==> src/rtl/mul_slice_unit.sv <==
// Multi-cycle sliced RV32M multiplier: LANES slice products per pass, B rotates one slice per pass.
// Optional MUL_FAST_ZERO_EN: a zero operand bypasses CALC/DRAIN and returns 0 one cycle after accept.
module mul_slice_unit #(
  parameter int XLEN    = 32,
  parameter int SLICE_W = 8
) (
  input  logic            clk_i,
  input  logic            rst_i,
  input  logic            flush_i,
  input  logic            in_valid_i,
  output logic            in_ready_o,
  input  logic [1:0]      op_i,
  input  logic [XLEN-1:0] op_a_i,
  input  logic [XLEN-1:0] op_b_i,
  output logic            out_valid_o,
  input  logic            out_ready_i,
  output logic [XLEN-1:0] result_o
);

  localparam int LANES = XLEN / SLICE_W;
  localparam int CW    = (LANES > 2) ? $clog2(LANES) : 1;
  localparam int PW    = 2 * SLICE_W + 2;
  localparam int AW    = 2 * XLEN;

  if ((XLEN % SLICE_W) != 0 || LANES < 2) begin : g_bad_cfg
    $error("mul_slice_unit: XLEN must be a multiple of SLICE_W with at least two slices");
  end

  typedef enum logic [1:0] {IDLE, CALC, DRAIN, DONE} state_t;

  state_t                state_q;
  logic [CW-1:0]         cnt_q, cnt1_q;
  logic [1:0]            drn_q;
  logic [1:0]            op_q;
  logic [XLEN-1:0]       a_q, b_q;
  logic                  a_sgn_q;
  logic [LANES-1:0]      bsgn_q;
  logic                  vld1_q, vld2_q;
  logic signed [PW-1:0]  prod_q [LANES];
  logic [AW-1:0]         sum_q, acc_q;
  logic [XLEN-1:0]       result_q;
  logic                  in_ready_q, out_valid_q;

  logic signed [PW-1:0]  prod_d [LANES];
  logic [AW-1:0]         sum_d;
  logic                  zero_ops;
  logic                  a_sgn_d, b_sgn_d;

  assign a_sgn_d = (op_i == 2'b01) || (op_i == 2'b10);
  assign b_sgn_d = (op_i == 2'b01);

`ifdef MUL_FAST_ZERO_EN
  assign zero_ops = (op_a_i == '0) || (op_b_i == '0);
`else
  assign zero_ops = 1'b0;
`endif

  // Only the top slice of a signed operand carries a sign bit; all others are zero-extended.
  for (genvar g = 0; g < LANES; g++) begin : g_lane
    localparam logic TOP = (g == LANES - 1);
    logic signed [SLICE_W:0] ea, eb;
    assign ea = {TOP & a_sgn_q & a_q[(g+1)*SLICE_W-1], a_q[g*SLICE_W +: SLICE_W]};
    assign eb = {bsgn_q[g] & b_q[(g+1)*SLICE_W-1], b_q[g*SLICE_W +: SLICE_W]};
    assign prod_d[g] = PW'(ea) * PW'(eb);
  end

  // Lane i in pass p holds B slice (i - p) mod LANES after p left rotations.
  always_comb begin
    sum_d = '0;
    for (int i = 0; i < LANES; i++) begin
      sum_d = sum_d + (AW'(prod_q[i]) << (SLICE_W * (i + ((i + LANES - int'(cnt1_q)) % LANES))));
    end
  end

  always_ff @(posedge clk_i) begin
    if (rst_i) begin
      state_q     <= IDLE;
      cnt_q       <= '0;
      cnt1_q      <= '0;
      drn_q       <= '0;
      op_q        <= '0;
      a_q         <= '0;
      b_q         <= '0;
      a_sgn_q     <= 1'b0;
      bsgn_q      <= '0;
      vld1_q      <= 1'b0;
      vld2_q      <= 1'b0;
      for (int i = 0; i < LANES; i++) prod_q[i] <= '0;
      sum_q       <= '0;
      acc_q       <= '0;
      result_q    <= '0;
      in_ready_q  <= 1'b1;
      out_valid_q <= 1'b0;
    end else begin
      vld1_q <= (state_q == CALC) && !flush_i;
      cnt1_q <= cnt_q;
      for (int i = 0; i < LANES; i++) prod_q[i] <= prod_d[i];
      vld2_q <= vld1_q && !flush_i;
      sum_q  <= sum_d;
      if (vld2_q && !flush_i) acc_q <= acc_q + sum_q;

      if (flush_i) begin
        state_q     <= IDLE;
        in_ready_q  <= 1'b1;
        out_valid_q <= 1'b0;
      end else begin
        case (state_q)
          IDLE: if (in_valid_i) begin
            op_q       <= op_i;
            a_q        <= op_a_i;
            b_q        <= op_b_i;
            a_sgn_q    <= a_sgn_d;
            bsgn_q     <= {b_sgn_d, {(LANES-1){1'b0}}};
            cnt_q      <= '0;
            acc_q      <= '0;
            in_ready_q <= 1'b0;
            // Fast-zero enters DRAIN on its last count so DONE follows one edge later.
            if (zero_ops) begin
              state_q <= DRAIN;
              drn_q   <= 2'd2;
            end else begin
              state_q <= CALC;
              drn_q   <= 2'd0;
            end
          end
          CALC: begin
            b_q    <= {b_q[XLEN-SLICE_W-1:0], b_q[XLEN-1 -: SLICE_W]};
            bsgn_q <= {bsgn_q[LANES-2:0], bsgn_q[LANES-1]};
            cnt_q  <= cnt_q + 1'b1;
            if (cnt_q == CW'(LANES - 1)) state_q <= DRAIN;
          end
          DRAIN: begin
            drn_q <= drn_q + 2'd1;
            if (drn_q == 2'd2) begin
              state_q     <= DONE;
              out_valid_q <= 1'b1;
              result_q    <= (op_q == 2'b00) ? acc_q[XLEN-1:0] : acc_q[AW-1:XLEN];
            end
          end
          DONE: if (out_ready_i) begin
            state_q     <= IDLE;
            out_valid_q <= 1'b0;
            in_ready_q  <= 1'b1;
          end
          default: state_q <= IDLE;
        endcase
      end
    end
  end

  assign in_ready_o  = in_ready_q;
  assign out_valid_o = out_valid_q;
  assign result_o    = result_q;

endmodule

==> config.mk <==
export PLATFORM = sky130hd
export DESIGN_NAME = mul_slice_unit
export DESIGN_NICKNAME = d
export VERILOG_FILES = /design/src/rtl/mul_slice_unit.sv
export SDC_FILE = /design/constraint.sdc
export NUM_CORES = 2
export LEC_CHECK = 0
export BUFFER_PORTS_ARGS = -buffer_cell sky130_fd_sc_hd__buf_2
export CELL_PAD_IN_SITES_DETAIL_PLACEMENT = 0
export CELL_PAD_IN_SITES_GLOBAL_PLACEMENT = 1
export CORE_ASPECT_RATIO = 0.5
export CORE_MARGIN = 4
export CORE_UTILIZATION = 35
export CTS_BUF_LIST = sky130_fd_sc_hd__clkbuf_8
export CTS_CLUSTER_SIZE = 30
export DETAILED_ROUTE_END_ITERATION = 7
export GPL_ROUTABILITY_DRIVEN = 0
export PLACE_DENSITY = 0.72
export RECOVER_POWER = 50
export SYNTH_ARGS = -nofsm -noshare
export SYNTH_HDL_FRONTEND = slang
export SYNTH_SLANG_ARGS = --single-unit
==> constraint.sdc <==
create_clock -name clk_i -period 9.2 [get_ports clk_i]
set_input_delay 0.92 -clock clk_i [delete_from_list [all_inputs] [get_ports clk_i]]
set_output_delay 0.92 -clock clk_i [all_outputs]
set_load 0.005 [all_outputs]
==> run metrics <==
DIE WIDTH=447 µm; Critical Path Source Type=flip-flop; clk buf depth=3; outcome=complete, but fails checks; root buf cell=clkbuf_8; CTS HTree Levels=2; cell taking the most area after synthesis=fa_1; PwrDens=96.4 nW/µm²; Detailed Place HPWL=81.9 mm; crit path max fanout=100; synth unique cells=79; RSZ-0062 raised after global routing=no; cts repair resizes=0; Synthesis Warnings=0; Die Y=228 µm; critical setup path kind=flip-flop to flip-flop; sequential area share after synthesis=18.7%; grt ovf=0; number of global-route vias before repair=28200; drt wl/cell=19.0 µm; Rel. slew slack=-171%; Crit path arrival time=7.51 ns; failing checks=max-capacitance violations, max-slew violations; share of cells above drive strength 1=5.82%; Final Setup Violations=0; core box area=95600 µm²; filler cell count=9909; total power=3.51 mW; Die ar.=102000 µm²; initial DRC count=2014; clk_skew=0.0685 ns; Clk Latency, worst-skew pair=0.71 ns; Hold Buf Count CTS=0; Std-Cell Rows=80; Period minus WS final=6.95 ns; fmax=0.144 GHz; CTS buffer count=55; EDFF count, synth=0; Hold Path Class=primary input to flip-flop; largest net degree at the start of global routing=105; LEAKAGE=17.0 nW; period utilization=75.5%; Peak VDD IR=87.0 µV; Port Buffers=104; Async SR Flop Fraction=0%; drt pass-1 iters=6; top cells by area, synth=fa_1 19%, dfxtp_1 19%, ha_1 12%, nand2_1 5.6%, inv_1 5.2%; vias after detailed routing=28500; Worst Tran Pin Value=4.07 ns; detailed-route DRC error count=0; nets@finish=4845; maxcap violations=6; reg2reg setup slack=2.25 ns; global-route wire length before repair=163 mm; mapped cell area=33800 µm²; CP Capture Type=flip-flop; Fin Setup TNS=0 ns; area grow syn2layout=7.71%; Final ANT Viol Nets=0; I/O pin cnt=105; CTS Sinks=315; CTS tree=built; prevailing post-synth register cell=dfxtp_1; WP data required=9.76 ns; Initial Utilization=35.4%; Mapped Avg Cell Area=8.07 µm²; # Post-CTS Setup Buffers=0; final hold violations=0; fin. max-slew vios=383; DR vias/cell=5.24; Post-Synthesis Cells=4188; Reg clk slew, reported paths=0.08 ns; total track usage=20.0%; final WL=103 mm; initial antenna violation count=1; Yosys top cell area share=19.3%; Yosys reg bits=315
report_power, final:
part | internal (mW) | switching [mW]
sequential | 1.41 | 0.101
combinational | 0.183 | 0.308
clock | 0.848 | 0.657
registers in the layout, indices dropped and copies added, names as in the netlist, 2 cells and up:
signal	cells
acc_q	64
b_q	32
cnt1_q	2
prod_q	72
state_q	2
result_o	32
a_q	32
drn_q	2
bsgn_q	4
sum_q	64
op_q	2
cnt_q	2
cell usage after synthesis, types with 13 or more instances:
library cell  number
a31oi_1           37
nor3_1            51
inv_1            468
nand2b_1          22
or3_1             17
xnor2_1           95
a21o_1            92
nand3_1           67
dfxtp_1          315
a311oi_1          40
ha_1             332
nor2b_1           67
xor2_1            56
o21bai_1          28
mux2i_1           70
fa_1             326
and2_1           162
clkbuf_1         249
buf_1             24
o21ai_1           13
nor2_1           326
a211oi_1          65
o211ai_1          15
a21oi_1          331
and3_1            24
a21boi_0          14
nand4_1           39
o21ai_0          172
nand2_1          505
layout by cell type (no fill, tap or decap), types with 17 or more instances in the layout:
cell type,n
fa_1,326
nor2_1,323
nor3_1,51
a211oi_1,65
and2_1,161
a311oi_1,40
buf_2,74
a31oi_1,37
ha_1,330
xnor2_1,95
buf_4,21
o21bai_1,28
or3_1,17
xor2_1,56
nand3_1,67
nand4_1,39
inv_1,480
a21o_1,92
nor2b_1,66
nand2b_1,20
o21ai_0,172
and3_1,24
clkbuf_8,70
clkbuf_1,35
dfxtp_1,314
a21oi_1,331
nand2_1,505
mux2i_1,70
through the flow:
stage | hold slack, ns | setup slack, ns | instances | area, µm² | util (%)
final | 0.453 | 2.25 | 5433 | 36400 | 38.1
after global routing | 0.428 | 1.83 | 5433 | 36400 | 38.1
after CTS | 0.379 | 2.34 | 5431 | 36500 | 38.1
after detailed placement | 0.431 | 2.32 | 5330 | 35200 | 36.8
after global placement | 0.442 | 2.49 | 5330 | 35200 | 36.8
after floorplan | 0.406 | 3.10 | 4202 | 33900 | -
worst paths after layout:
path,cells past startpoint,end,from
setup / recovery,19,sum_q[62],cnt1_q[0]
hold / removal,3,a_q[20],op_a_i[20]
setup reg to reg,19,sum_q[62],cnt1_q[0]
hold reg to reg,1,vld2_q,vld1_q
final cells by class:
cell class,count,area [µm²],share of cell area (%)
Clock inverter,32,318,0.873
Clock buffer,69,950,2.61
Sequential cell,315,6310,17.3
Multi-Input combinational cell,3144,24800,68.1
Tap cell,1271,1590,4.37
Inverter,469,1760,4.84
Antenna cell,2,5.00,0.0137
Timing Repair Buffer,131,673,1.85
worst max-delay path, cell delays in order (launching register included):
cell	delay, ns
dfxtp_4	0.73
inv_1	0.43
ha_4	0.55
buf_4	0.79
o21bai_1	0.40
a21oi_1	0.27
fa_1	0.44
inv_1	0.07
fa_1	0.40
inv_1	0.06
ha_1	0.27
a21oi_1	0.14
o21ai_1	0.10
a32oi_1	0.29
a21oi_1	0.11
a211oi_1	0.57
o31ai_2	0.19
a21oi_1	0.41
o41ai_1	0.18
mux2_1	0.33
per-layer routing:
| layer | vias to the layer above | part of all wire (%) | track usage (%) | wire (µm) |
|---|---|---|---|---|
| met5 | - | 0 | 0 | 0 |
| met4 | 0 | 3.5 | 6.50 | 3550 |
| met3 | 188 | 5.7 | 2.68 | 5920 |
| met2 | 855 | 43 | 30.7 | 44200 |
| met1 | 13700 | 48 | 28.9 | 49300 |
| li1 | 13800 | - | - | - |
kinds of logic after synthesis:
logic type / Yosys count / share of synthesized area [%]
compound gates: 920 / 17.2
buf+inv: 743 / 8.26
xor+xnor: 151 / 3.91
fa+ha+maj: 658 / 31.6
other cells: 2 / 0.0222
flops: 315 / 18.7
mux: 82 / 2.48
simple gates: 1317 / 17.9
Power figures use the tool's default switching activity.
